--- src/rtl/lc3_mem_access_ctrl.sv ---
// rtl/lc3_mem_access_ctrl.sv - LC-3 LD/LDI/LDR/ST/STI/STR/LEA memory access sequencer; LC3_ACV_EN enables access-control checking
module lc3_mem_access_ctrl (
   input  logic        i_clk,
   input  logic        i_rst_n,
   input  logic        i_start,
   input  logic [2:0]  i_op,
   input  logic [15:0] i_ir,
   input  logic [15:0] i_sr_data,
   output logic        o_addr1mux,
   output logic [1:0]  o_addr2mux,
   input  logic [15:0] i_addermux_out,
   output logic        o_mem_req,
   output logic        o_mem_we,
   output logic [15:0] o_mem_addr,
   output logic [15:0] o_mem_wdata,
   input  logic        i_mem_ready,
   input  logic [15:0] i_mem_rdata,
   input  logic        i_priv,
   output logic        o_busy,
   output logic        o_done,
   output logic        o_wb_en,
   output logic [15:0] o_wb_data,
   output logic        o_acv
);

   localparam logic [2:0] OP_LD  = 3'b000;
   localparam logic [2:0] OP_LDI = 3'b001;
   localparam logic [2:0] OP_LDR = 3'b010;
   localparam logic [2:0] OP_ST  = 3'b011;
   localparam logic [2:0] OP_STI = 3'b100;
   localparam logic [2:0] OP_STR = 3'b101;
   localparam logic [2:0] OP_LEA = 3'b110;
   localparam logic [2:0] OP_RSV = 3'b111;

   typedef enum logic [2:0] {
      S_IDLE = 3'd0,
      S_EA   = 3'd1,
      S_IND  = 3'd2,
      S_ACC  = 3'd3,
      S_DONE = 3'd4
   } state_t;

   state_t      state_q;
   state_t      state_d;

   logic [2:0]  op_q;
   logic [15:0] ir_q;
   logic [15:0] sr_q;
   logic [15:0] mar_q;
   logic [15:0] wb_q;

   logic        start_ok;
   logic        is_store;
   logic        is_indirect;
   logic        is_lea;
   logic        is_base_reg;
   logic        is_wb_op;
   logic        viol;

   // The offset fields reach the adder outside this block; the captured IR is
   // held only so the instruction stays stable for the whole access.
   logic        unused_ir;
   assign unused_ir = ^ir_q;

   assign start_ok    = i_start && (i_op != OP_RSV);
   assign is_store    = (op_q == OP_ST) || (op_q == OP_STI) || (op_q == OP_STR);
   assign is_indirect = (op_q == OP_LDI) || (op_q == OP_STI);
   assign is_lea      = (op_q == OP_LEA);
   assign is_base_reg = (op_q == OP_LDR) || (op_q == OP_STR);
   assign is_wb_op    = (op_q == OP_LD) || (op_q == OP_LDI) ||
                        (op_q == OP_LDR) || (op_q == OP_LEA);

   assign o_mem_addr  = mar_q;
   assign o_mem_wdata = sr_q;
   assign o_wb_data   = wb_q;

`ifdef LC3_ACV_EN
   // System space (x0000-x2FFF) and device registers (xFE00-xFFFF) are
   // off-limits to user-mode accesses.
   function automatic logic prot_addr(input logic [15:0] a);
      return (a < 16'h3000) || (a >= 16'hFE00);
   endfunction

   // Flag a violation on the EA result (LEA never touches memory) or on the
   // pointer returned by the indirect read, in user mode only.
   always_comb begin
      viol = 1'b0;
      if (i_priv) begin
         if ((state_q == S_EA) && !is_lea) begin
            viol = prot_addr(i_addermux_out);
         end else if ((state_q == S_IND) && i_mem_ready) begin
            viol = prot_addr(i_mem_rdata);
         end
      end
   end
`else
   logic unused_priv;
   assign unused_priv = i_priv;
   assign viol        = 1'b0;
`endif

   // Next-state logic for the access sequence.
   always_comb begin
      state_d = state_q;
      case (state_q)
         S_IDLE: begin
            if (start_ok) begin
               state_d = S_EA;
            end
         end
         S_EA: begin
            if (is_lea || viol) begin
               state_d = S_DONE;
            end else if (is_indirect) begin
               state_d = S_IND;
            end else begin
               state_d = S_ACC;
            end
         end
         S_IND: begin
            if (i_mem_ready) begin
               state_d = viol ? S_DONE : S_ACC;
            end
         end
         S_ACC: begin
            if (i_mem_ready) begin
               state_d = S_DONE;
            end
         end
         S_DONE: begin
            state_d = S_IDLE;
         end
         default: begin
            state_d = S_IDLE;
         end
      endcase
   end

   // Adder operand selects; only meaningful while the EA is being formed.
   always_comb begin
      o_addr1mux = 1'b0;
      o_addr2mux = 2'b00;
      if (state_q == S_EA) begin
         if (is_base_reg) begin
            o_addr1mux = 1'b1;
            o_addr2mux = 2'b01;
         end else begin
            o_addr1mux = 1'b0;
            o_addr2mux = 2'b10;
         end
      end
   end

   // State register.
   always_ff @(posedge i_clk or negedge i_rst_n) begin
      if (!i_rst_n) begin
         state_q <= S_IDLE;
      end else begin
         state_q <= state_d;
      end
   end

   // Request capture, MAR and write-back value.
   always_ff @(posedge i_clk or negedge i_rst_n) begin
      if (!i_rst_n) begin
         op_q  <= 3'b000;
         ir_q  <= 16'h0000;
         sr_q  <= 16'h0000;
         mar_q <= 16'h0000;
         wb_q  <= 16'h0000;
      end else begin
         case (state_q)
            S_IDLE: begin
               if (start_ok) begin
                  op_q <= i_op;
                  ir_q <= i_ir;
                  sr_q <= i_sr_data;
               end
            end
            S_EA: begin
               mar_q <= i_addermux_out;
               if (is_lea) begin
                  wb_q <= i_addermux_out;
               end
            end
            S_IND: begin
               if (i_mem_ready) begin
                  mar_q <= i_mem_rdata;
               end
            end
            S_ACC: begin
               if (i_mem_ready && !is_store) begin
                  wb_q <= i_mem_rdata;
               end
            end
            default: begin
            end
         endcase
      end
   end

   // Status and memory strobes are registered from the next state so they line
   // up exactly with the state they describe.
   always_ff @(posedge i_clk or negedge i_rst_n) begin
      if (!i_rst_n) begin
         o_busy    <= 1'b0;
         o_done    <= 1'b0;
         o_mem_req <= 1'b0;
         o_mem_we  <= 1'b0;
         o_wb_en   <= 1'b0;
         o_acv     <= 1'b0;
      end else begin
         o_busy    <= (state_d != S_IDLE);
         o_done    <= (state_d == S_DONE);
         o_mem_req <= (state_d == S_IND) || (state_d == S_ACC);
         o_mem_we  <= (state_d == S_ACC) && is_store;
         o_wb_en   <= (state_d == S_DONE) && is_wb_op && !viol;
         o_acv     <= (state_d == S_DONE) && viol;
      end
   end

endmodule

--- config.mk ---
export PLATFORM = sky130hd
export DESIGN_NAME = lc3_mem_access_ctrl
export DESIGN_NICKNAME = d
export VERILOG_FILES = /design/src/rtl/lc3_mem_access_ctrl.sv
export SDC_FILE = /design/constraint.sdc
export NUM_CORES = 1
export LEC_CHECK = 0
export CAP_MARGIN = 20
export CORE_MARGIN = 2
export CORE_UTILIZATION = 41
export DETAILED_ROUTE_END_ITERATION = 8
export PLACE_DENSITY = 0.77
export SYNTH_ARGS = -nofsm -noshare
export SYNTH_HDL_FRONTEND = slang
export SYNTH_SLANG_ARGS = --single-unit
export TNS_END_PERCENT = 1
--- constraint.sdc ---
create_clock -name i_clk -period 2.05 [get_ports i_clk]
set_input_delay 0.3075 -clock i_clk [delete_from_list [all_inputs] [get_ports i_clk]]
set_output_delay 0.3075 -clock i_clk [all_outputs]
set_load 0.05 [all_outputs]
# Word-level counts from Yosys, hierarchy flattened
# Index checks and enable logic that the tools add are counted.
[word_totals] output_inout_bits=57 in_bits=72 register_bits=59 word_cells=62
[op_classes] eq_ne=16 n_reduce_logical=21 n_mux=15
[op_table] cell="$pmux 16 s2" n=2
[op_table] cell="$mux 16" n=3
[op_table] cell="$eq 3x2->1 const B" n=6
[op_table] cell="$eq 3x3->1 const B" n=4
[op_table] cell="$mux 3" n=4
[op_table] cell="$pmux 3 s4" n=1
[op_table] cell="$logic_or 1x1->1" n=8
[op_table] cell="$eq 3x1->1 const B" n=2
[op_table] cell="$logic_not 3->1" n=2
[op_table] cell="$ne 2x2->1 const B" n=3
[op_table] cell="$logic_and 1x1->1" n=4
[op_table] cell="$mux 2" n=2
[op_table] cell="$reduce_and 2->1" n=2
[op_table] cell="$reduce_bool 2->1" n=2
[op_table] cell="$mux 1" n=3
[op_table] cell="$ne 3x3->1 const B" n=1
[op_table] cell="$reduce_and 3->1" n=1
[op_table] cell="$reduce_bool 3->1" n=1
[op_table] cell="$logic_not 1->1" n=1

# Logic depth before layout (Yosys ltp)
# Gate-level depths: netlist of the first run.
[logic_depth] depth_word=7 ltp_mapped=6 ltp_nobuf=4

# Least setup slack after synthesis of the first run
# OpenSTA, ideal clock, no wires.
[synth_timing] path_kind="register to output" start="register state_q[1]" end="output port o_addr2mux[0]" stages_incl_launch_ff=5 path_slack_ns=-0.312 t_arrival_ns=2.054 cell_sequence="dfrtp_1 > buf_2 > or3b_2 > nor2_1 > buf_4"
[synth_between] elab_chain_cells=2
[synth_lines] item="from (decl)" line_no="43" rtl="state_t state_q;"
[synth_lines] item="from (signal assigned)" line_no="159" rtl="state_q <= state_d;"
[synth_lines] item="$eq 3x1->1" line_no="143" rtl="if (state_q == S_EA) begin"
[synth_lines] item="$mux 2" line_no="143"
[synth_lines] item="to (decl)" line_no="10" rtl="output logic [1:0] o_addr2mux,"
# Every way passes these cells.

# Worst setup path after layout of the first run
# Ends and elaborated chain as after synthesis.

==> impl_metrics.env, run 1 <==
export IMPL_rsz0062_at_grt="no"
export IMPL_place_gp_congestion=0.737
export IMPL_cts_buffers=9
export IMPL_timing_reg2reg_setup_slack_ps=140
export IMPL_powerDensity_nw_per_um2=1990
export IMPL_yosysTopAreaCellShare_pct=54.1
export IMPL_seq_area_frac_synth_pct=54.1
export IMPL_synthTopCellsByArea="dfrtp_1 54%, mux2_2 20%, mux2i_1 6.2%"
export IMPL_grt_pass1_wl_mm=10.9
export IMPL_synth_fa_ha_area_share_pct=0
export IMPL_r2r_start="state_q[1]$_DFF_PN0_"
export IMPL_p_total_mw=8.42
export IMPL_period_share_pct=95.0
export IMPL_max_freq_mhz=514
export IMPL_post_cts_buffers=0
export IMPL_synth_distinct_cells=32
export IMPL_grt_use_total_pct=19.2
export IMPL_finalHoldViolCount=0
export IMPL_rows=29
export IMPL_avgSynthCellArea_sq_um=12.7
export IMPL_worstSetupStartpointType="flop"
export IMPL_drive_gt1_share_pct=26.6
export IMPL_grt_overflow=0
export IMPL_setup_viol=0
export IMPL_syn_num_nets=287
export IMPL_final_area_sq_um=4230
export IMPL_grt_start_max_net_pins=60
export IMPL_area_delta_synth_final_pct=54.7
export IMPL_die_x_um=85.6
export IMPL_finalSetupTns_ps=0
export IMPL_synthXorXnorAreaFrac_pct=0.321
export IMPL_via_per_inst=5.05
export IMPL_relSlewSlack_pct=63.1
export IMPL_clock_skew_ps=5.03
export IMPL_cp_required_ps=1740
export IMPL_synth_compound_area_share_pct=8.38
export IMPL_synth_cells=215
export IMPL_peakVddDrop_uv=1110
export IMPL_clk_pin_slew_ps=60
export IMPL_wl_mm=6.63
export IMPL_drtAntennaViolNets=0
export IMPL_core_sq_um=6390
export IMPL_syn_cell_area_sq_um=2730
export IMPL_critPathMaxFanout=10
export IMPL_n_antenna_cell=0
export IMPL_ff_latch_area_sq_um=1480
export IMPL_path_class="reg2out"
export IMPL_root_buffer="clkbuf_8"
export IMPL_num_vias=2077
export IMPL_min_path_type="reg2reg"
export IMPL_nFillCells=481
export IMPL_fp_dieH_um=85.6
export IMPL_fin_crit_ps=1950
export IMPL_drc=0
export IMPL_post_dp_cell_area_sq_um=4000
export IMPL_synth_top_cell_by_area="dfrtp_1"
export IMPL_timing_rr_end="o_mem_wdata[3]$_DFFE_PN0P_"
export IMPL_finalMaxSlewViolations=0
export IMPL_antenna_found_initial=0
export IMPL_clock_sinks=59
export IMPL_tightest_slew_ps=552
export IMPL_critPathArrivalTime_ps=1640
export IMPL_ios=129
export IMPL_synth_top_family_by_area="multiplexers"
export IMPL_worstSetupEndpointType="output pin"
export IMPL_routedWlPerCell_um=16.1
export IMPL_portBuffers=110
export IMPL_synthSimpleGateAreaFrac_pct=6.92
export IMPL_startpoint="state_q[1]$_DFF_PN0_"
export IMPL_grt_pass1_vias=2191
export IMPL_synth_mux_area_share_pct=26.4
export IMPL_clock_latency_ps=330
export IMPL_dieArea_sq_um=7330
export IMPL_htreeDepth=3
export IMPL_start_util_pct=42.8
export IMPL_cts_buffer_depth=2
export IMPL_crit_path_end="o_addr2mux[0]"
export IMPL_maxCapViolCount=0
export IMPL_cts_tree="built"
export IMPL_status="complete, no violations"
export IMPL_synth_warnings=0
export IMPL_dp_cells=396
export IMPL_initialDrtViolationCount=77
export IMPL_finalNonFillerCells=411
export IMPL_worstRegToRegCells=4
export IMPL_p_leak_nw=1.72
export IMPL_dr_pass1_iters=4
export IMPL_synth_seq_cells=59
export IMPL_multi_input_area_sq_um=1170
export IMPL_dp_hpwl_mm=4.74
export IMPL_finalNetCount=403
export IMPL_fin_util_pct=66.2
==> logic make-up (layout without fill, tap and decap cells) <==
kind of cell / after synthesis / after routing
AOI/OAI and AO/OA: 33 / 33
xor gates and xnor gates: 1 / 1
buffers and inverters: 17 / 136
DFF: 59 / 59
muxes: 66 / 66
other: 1 / 1
and+or+nand+nor: 38 / 38
==> placed cells by master, fill, tap and decap left out, drive strengths merged, types with 2 or more instances in the layout <==
cell	instances
buf	14
dfrtp	59
o22a	3
nand3b	3
clkbuf	12
nor2b	2
bufinv	2
nor2	20
a21oi	22
nand2	6
clkdlybuf4s50	106
a31o	2
mux2	49
mux2i	17
==> layer usage <==
metal  vias to the layer above  global-route usage [%]  part of all wire [%]
met5                         -                       0                     0
met4                         0                    9.24                   2.1
met3                        10                    4.62                   4.3
met2                        55                    31.0                    51
met1                      1027                    24.2                    43
li1                        985                       -                     -
==> cells in the mapped netlist, drive strengths merged <==
library cell and number:
a211oi 1, a21oi 22, a311o 1, a31o 2, a31oi 1, and2 1, and3 1, buf 10
clkbuf 6, conb 1, dfrtp 59, inv 1, mux2 49, mux2i 17, nand2 6, nand2b 1
nand3b 3, nor2 20, nor2b 2, nor3b 1, o211ai 1, o21ai 1, o21bai 1, o22a 3
or2b 1, or3b 1, or4b 1, xor2 1
==> worst min-delay path by stage <==
stage | startpoint | end | depth (start not counted)
2_1_floorplan | i_rst_n | o_busy$_DFF_PN0_ | 0
6_report | o_mem_wdata[12]$_DFFE_PN0P_ | o_mem_wdata[12]$_DFFE_PN0P_ | 1
3_5_place_dp | i_rst_n | o_mem_wdata[5]$_DFFE_PN0P_ | 2
5_1_grt | i_rst_n | o_mem_wdata[11]$_DFFE_PN0P_ | 3
3_3_place_gp | i_rst_n | o_mem_wdata[8]$_DFFE_PN0P_ | 2
4_1_cts | o_mem_wdata[12]$_DFFE_PN0P_ | o_mem_wdata[12]$_DFFE_PN0P_ | 1
==> critical path, cell delays in order (launching register included) <==
cell	delay, ps
dfrtp_1	490
or3b_4	480
nor2_4	190
buf_12	150
==> state kept, by name, summed over array words and instances (netlist names) <==
| name | cells |
|---|---|
| o_mem_addr | 16 |
| o_mem_wdata | 16 |
| o_wb_data | 16 |
| op_q | 3 |
| state_q | 3 |
| o_busy | 1 |
| o_done | 1 |
| o_mem_req | 1 |
| o_mem_we | 1 |
| o_wb_en | 1 |
==> what timing repair did <==
action / CTS / global route
hold buffers: 1 / 0
gates resized for setup: 2 / 0
endpoints found under the hold margin: 59 / 0
setup endpoints to repair: 3 / 0
==> layout make-up <==
type                            instances  share of cell area [%]
Clock buffer                           12                    3.67
Clock inverter                          2                    1.42
Multi-Input combinational cell        139                    27.8
Inverter                                1                  0.0888
Sequential cell                        59                    34.9
Timing Repair Buffer                  121                    29.8
Tap cell                               77                    2.28
==> through the flow <==
stage	worst slack [ps]	hold WS [ps]
floorplan	-18.9	11.9
global placement	-12.2	337
detailed placement	-54.7	338
CTS	89.3	509
global route	17.9	528
finish	103	508
==> where the power goes <==
part / switching, mW / internal, mW / total [mW]
Sequential: 0.365 / 1.75 / 2.12
Combinational: 3.08 / 2.06 / 5.14
Clock: 0.432 / 0.738 / 1.17
Total: 3.88 / 4.55 / 8.42
Power figures use the tool's default switching activity.
==> run 2, diff against run 1 <==
--- a/config.mk
+++ b/config.mk
@@ -9,7 +9,7 @@
 export CORE_MARGIN = 2
 export CORE_UTILIZATION = 41
 export DETAILED_ROUTE_END_ITERATION = 8
-export PLACE_DENSITY = 0.77
+export PLACE_DENSITY = 0.8
 export SYNTH_ARGS = -nofsm -noshare
 export SYNTH_HDL_FRONTEND = slang
 export SYNTH_SLANG_ARGS = --single-unit
==> run 2 against run 1 <==
Against the previous run: global-route usage decreased by 0.75 points; clock skew increased by 3.1 ps; cell count increased by 0.49%; hold slack got worse by 480 ps; die area unchanged; critical path type unchanged; largest cell class unchanged; largest power group unchanged.
==> impl_metrics.env, run 2 (synthesis results as in run 1) <==
export IMPL_portBuffers=110
export IMPL_wl_mm=6.56
export IMPL_cts_buffers=9
export IMPL_cp_required_ps=1740
export IMPL_multi_input_area_sq_um=1170
export IMPL_finalNonFillerCells=413
export IMPL_finalNetCount=405
export IMPL_worstRegToRegCells=6
export IMPL_grt_start_max_net_pins=33
export IMPL_drive_gt1_share_pct=27.7
export IMPL_via_per_inst=5.00
export IMPL_drc=0
export IMPL_place_gp_congestion=0.765
export IMPL_clock_latency_ps=320
export IMPL_finalHoldViolCount=0
export IMPL_n_antenna_cell=0
export IMPL_critPathArrivalTime_ps=1670
export IMPL_finalSetupTns_ps=0
export IMPL_initialDrtViolationCount=72
export IMPL_rows=29
export IMPL_post_cts_buffers=0
export IMPL_maxCapViolCount=0
export IMPL_r2r_start="state_q[1]$_DFF_PN0_"
export IMPL_area_delta_synth_final_pct=54.1
export IMPL_dp_cells=399
export IMPL_mostFrequentLayoutCells="106 x clkdlybuf4s50_1, 59 x dfrtp_1, 49 x mux2_2"
export IMPL_start_util_pct=42.8
export IMPL_dp_hpwl_mm=4.88
export IMPL_die_x_um=85.6
export IMPL_root_buffer="clkbuf_8"
export IMPL_drtAntennaViolNets=0
export IMPL_rsz0062_at_grt="no"
export IMPL_layout_commonest_cell="clkdlybuf4s50_1"
export IMPL_max_freq_mhz=506
export IMPL_core_sq_um=6390
export IMPL_grt_overflow=0
export IMPL_timing_rr_end="o_mem_addr[9]$_DFFE_PN0P_"
export IMPL_fin_crit_ps=1980
export IMPL_worstSetupStartpointType="flop"
export IMPL_nFillCells=509
export IMPL_period_share_pct=96.3
export IMPL_num_vias=2065
export IMPL_timing_reg2reg_setup_slack_ps=170
export IMPL_clock_sinks=59
export IMPL_path_class="reg2out"
export IMPL_ff_latch_area_sq_um=1480
export IMPL_min_path_type="in2async"
export IMPL_relSlewSlack_pct=54.5
export IMPL_ios=129
export IMPL_worstSetupEndpointType="output pin"
export IMPL_clock_skew_ps=8.10
export IMPL_cts_tree="built"
export IMPL_finalMaxSlewViolations=0
export IMPL_peakVddDrop_uv=1250
export IMPL_clk_pin_slew_ps=70
export IMPL_fp_dieH_um=85.6
export IMPL_routedWlPerCell_um=15.9
export IMPL_p_leak_nw=1.72
export IMPL_critPathMaxFanout=8
export IMPL_powerDensity_nw_per_um2=1980
export IMPL_grt_pass1_wl_mm=10.5
export IMPL_antenna_found_initial=0
export IMPL_grt_pass1_vias=2139
export IMPL_timing_hold_ws_ps=28.4
export IMPL_dieArea_sq_um=7330
export IMPL_cts_buffer_depth=2
export IMPL_status="complete, no violations"
export IMPL_setup_viol=0
export IMPL_tightest_slew_ps=682
export IMPL_dr_pass1_iters=4
export IMPL_grt_use_total_pct=18.4
export IMPL_htreeDepth=3
==> run 2: per-layer routing <==
| layer | GRT usage, % | up-vias | share of wire, % | wire length [um] |
|---|---|---|---|---|
| met5 | 0 | - | 0 | 0 |
| met2 | 30.7 | 55 | 52 | 3420 |
| met1 | 22.5 | 1006 | 41 | 2700 |
| met4 | 8.80 | 0 | 2.0 | 129 |
| met3 | 4.43 | 8 | 4.9 | 319 |
| li1 | - | 996 | - | - |
==> run 2: timing repair <==
action | 4_1_cts | 5_1_grt
endpoints found under the setup margin | 1 | 2
gates resized for setup | 1 | 0
hold buffers | 0 | 0
pin swaps | 0 | 1
gates cloned | 0 | 0
==> run 2: worst max path at each step <==
stage,startpoint,endpoint,slack [ps]
6_report,state_q[0]$_DFF_PN0_,o_addr2mux[1],70
3_3_place_gp,i_start,o_mem_wdata[14]$_DFFE_PN0P_,-10
3_5_place_dp,i_start,o_mem_wdata[3]$_DFFE_PN0P_,-40
4_1_cts,state_q[0]$_DFF_PN0_,o_addr2mux[0],30
5_1_grt,state_q[0]$_DFF_PN0_,o_addr1mux,5
2_1_floorplan,state_q[1]$_DFF_PN0_,o_addr2mux[1],-20
==> run 2: stage by stage <==
stage / area, sq um / setup slack [ps] / util [%] / total power, mW
4_1_cts: 4210 / 34.3 / 65.9 / 8.41
5_1_grt: 4210 / 4.58 / 65.9 / 8.76
3_3_place_gp: 4010 / -10.6 / 62.7 / 7.21
2_1_floorplan: 2740 / -18.9 / - / 5.56
3_5_place_dp: 4010 / -39.9 / 62.7 / 7.30
6_report: 4210 / 74.8 / 65.9 / 8.34
==> run 2: area by class of cell <==
cell class | count | share of cell area (%)
tap | 77 | 2.29
clock buffer | 12 | 3.92
clock inverter | 2 | 0.832
timing repair buffer | 123 | 30.0
multi-input combinational | 139 | 27.8
sequential | 59 | 35.1
inverter | 1 | 0.0892
==> run 2: worst max-delay path: stages, from the launching register on <==
cell     delay, ps
dfrtp_1        340
buf_4          150
or3b_2         530
nor2b_2        180
buf_12         150
==> run 2: power breakdown <==
group          leakage [nW]  total [mW]  switching, mW  internal [mW]
logic                 0.922        5.17           3.10           2.07
clock network         0.104        1.06          0.419          0.646
registers             0.692        2.10          0.351           1.75
==> run 3, diff against run 2 <==
--- a/config.mk
+++ b/config.mk
@@ -6,10 +6,11 @@
 export NUM_CORES = 1
 export LEC_CHECK = 0
 export CAP_MARGIN = 20
-export CORE_MARGIN = 2
+export CORE_MARGIN = 5
 export CORE_UTILIZATION = 41
 export DETAILED_ROUTE_END_ITERATION = 8
 export PLACE_DENSITY = 0.8
+export SLEW_MARGIN = 20
 export SYNTH_ARGS = -nofsm -noshare
 export SYNTH_HDL_FRONTEND = slang
 export SYNTH_SLANG_ARGS = --single-unit
==> run 3 against run 2 <==
Against the previous run: sequential power barely moved; largest cell class unchanged; cell area is 0.92% higher; cell count increased by 0.97%; non-clock buffer count rose by 2; sequential share of layout area is 0.32 points lower; largest power group unchanged; global-route usage fell by 1.1 points; critical endpoint is now o_addr2mux[0]; total power grew 1.3%; highest routed layer unchanged; hold slack improved by 480 ps; register-to-register slack hardly changed; critical path depth unchanged; combinational power about the same; die area is 15% higher.
==> impl_metrics.env, run 3 (synthesis results as in run 1) <==
export IMPL_area_delta_synth_final_pct=55.5
export IMPL_finalNonFillerCells=417
export IMPL_critPathArrivalTime_ps=1570
export IMPL_via_per_inst=4.99
export IMPL_drive_gt1_share_pct=28.2
export IMPL_core_sq_um=6420
export IMPL_p_total_mw=8.44
export IMPL_dp_hpwl_mm=5.15
export IMPL_layout_commonest_cell="clkdlybuf4s50_1"
export IMPL_period_share_pct=91.6
export IMPL_worstSetupStartpointType="flop"
export IMPL_dieArea_sq_um=8390
export IMPL_fp_dieH_um=91.6
export IMPL_grt_overflow=0
export IMPL_rsz0062_at_grt="no"
export IMPL_cts_buffers=9
export IMPL_max_freq_mhz=532
export IMPL_finalMaxSlewViolations=0
export IMPL_worstSetupEndpointType="output pin"
export IMPL_relSlewSlack_pct=63.9
export IMPL_dp_cells=400
export IMPL_rows=29
export IMPL_peakVddDrop_uv=1100
export IMPL_status="complete, no violations"
export IMPL_path_class="reg2out"
export IMPL_cp_required_ps=1740
export IMPL_fin_crit_ps=1880
export IMPL_clk_pin_slew_ps=70
export IMPL_critPathMaxFanout=8
export IMPL_portBuffers=110
export IMPL_pre_cts_ws_ps=-55.1
export IMPL_mostFrequentLayoutCells="106 x clkdlybuf4s50_1, 59 x dfrtp_1, 49 x mux2_2"
export IMPL_drc=0
export IMPL_grt_start_max_net_pins=25
export IMPL_setup_viol=0
export IMPL_drtAntennaViolNets=0
export IMPL_tightest_slew_ps=540
export IMPL_num_vias=2081
export IMPL_timing_hold_ws_ps=506
export IMPL_finalSetupTns_ps=0
export IMPL_wl_mm=6.96
export IMPL_setup_slack_ps=172
export IMPL_powerDensity_nw_per_um2=1990
export IMPL_cts_tree="built"
export IMPL_grt_pass1_vias=2264
export IMPL_finalHoldViolCount=0
export IMPL_p_leak_nw=1.75
export IMPL_maxCapViolCount=0
export IMPL_ios=129
export IMPL_grt_use_total_pct=17.3
export IMPL_dr_pass1_iters=4
export IMPL_min_path_type="in2async"
export IMPL_nFillCells=493
export IMPL_initialDrtViolationCount=29
export IMPL_grt_pass1_wl_mm=11.5
export IMPL_n_antenna_cell=0
export IMPL_cts_buffer_depth=2
export IMPL_routedWlPerCell_um=16.7
export IMPL_clock_skew_ps=6.66
export IMPL_place_gp_congestion=0.805
export IMPL_antenna_found_initial=0
export IMPL_root_buffer="clkbuf_8"
export IMPL_clock_latency_ps=320
export IMPL_clock_sinks=59
export IMPL_finalNetCount=407
export IMPL_die_x_um=91.6
export IMPL_htreeDepth=3
export IMPL_start_util_pct=42.5
-- run 3: area by class of cell --
type / count / area [sq um] / share of cell area, %
inverter: 1 / 3.75 / 0.0884
clock inverter: 5 / 75.1 / 1.77
clock buffer: 11 / 151 / 3.56
multi-input combinational: 139 / 1180 / 27.7
sequential: 59 / 1480 / 34.8
tap: 77 / 96.3 / 2.27
timing repair buffer: 125 / 1270 / 29.8
-- run 3: worst max-delay path: stages, from the launching register on --
cell	delay [ps]
dfrtp_1	350
buf_4	150
or3b_4	430
nor2_4	170
buf_12	160
-- run 3: per-stage QoR --
| stage | util (%) | area (sq um) |
|---|---|---|
| 4_1_cts | 66.0 | 4240 |
| 3_3_place_gp | 62.3 | 4000 |
| 5_1_grt | 66.1 | 4250 |
| 3_5_place_dp | 62.3 | 4000 |
| 2_1_floorplan | - | 2740 |
| 6_report | 66.1 | 4250 |
-- run 3: final timing paths --
kind	from	end	slack (ps)	depth (start not counted)
max in group asynchronous	i_rst_n	o_wb_data[5]$_DFFE_PN0P_	920	3
min in group i_clk	o_mem_wdata[4]$_DFFE_PN0P_	o_mem_wdata[4]$_DFFE_PN0P_	510	1
worst max-delay path	state_q[0]$_DFF_PN0_	o_addr2mux[0]	170	4
worst min register to register	o_mem_wdata[4]$_DFFE_PN0P_	o_mem_wdata[4]$_DFFE_PN0P_	510	1
worst max register to register	state_q[1]$_DFF_PN0_	o_mem_wdata[12]$_DFFE_PN0P_	180	4
worst min-delay path	i_rst_n	o_mem_wdata[8]$_DFFE_PN0P_	510	2
-- run 3: where the power goes --
| group | switching, mW | total (mW) | internal [mW] | leakage, nW |
|---|---|---|---|---|
| Combinational | 3.08 | 5.14 | 2.05 | 0.937 |
| Clock | 0.446 | 1.19 | 0.745 | 0.119 |
| Sequential | 0.367 | 2.12 | 1.75 | 0.692 |
-- run 3: metal layers --
metal	vias up	share of wire [%]	track usage (%)
met5	-	0	0
met4	0	1.9	7.54
met1	998	41	20.4
met3	11	5.1	3.76
met2	68	52	30.3
li1	1004	-	-
-- run 3: what timing repair did --
item | in CTS | in global routing
hold buffers | 1 | 0
pin swaps | 0 | 1
hold endpoints to repair | 18 | 0
resized for setup | 1 | 2
endpoints found under the setup margin | 1 | 3
buffers inserted | 0 | 0
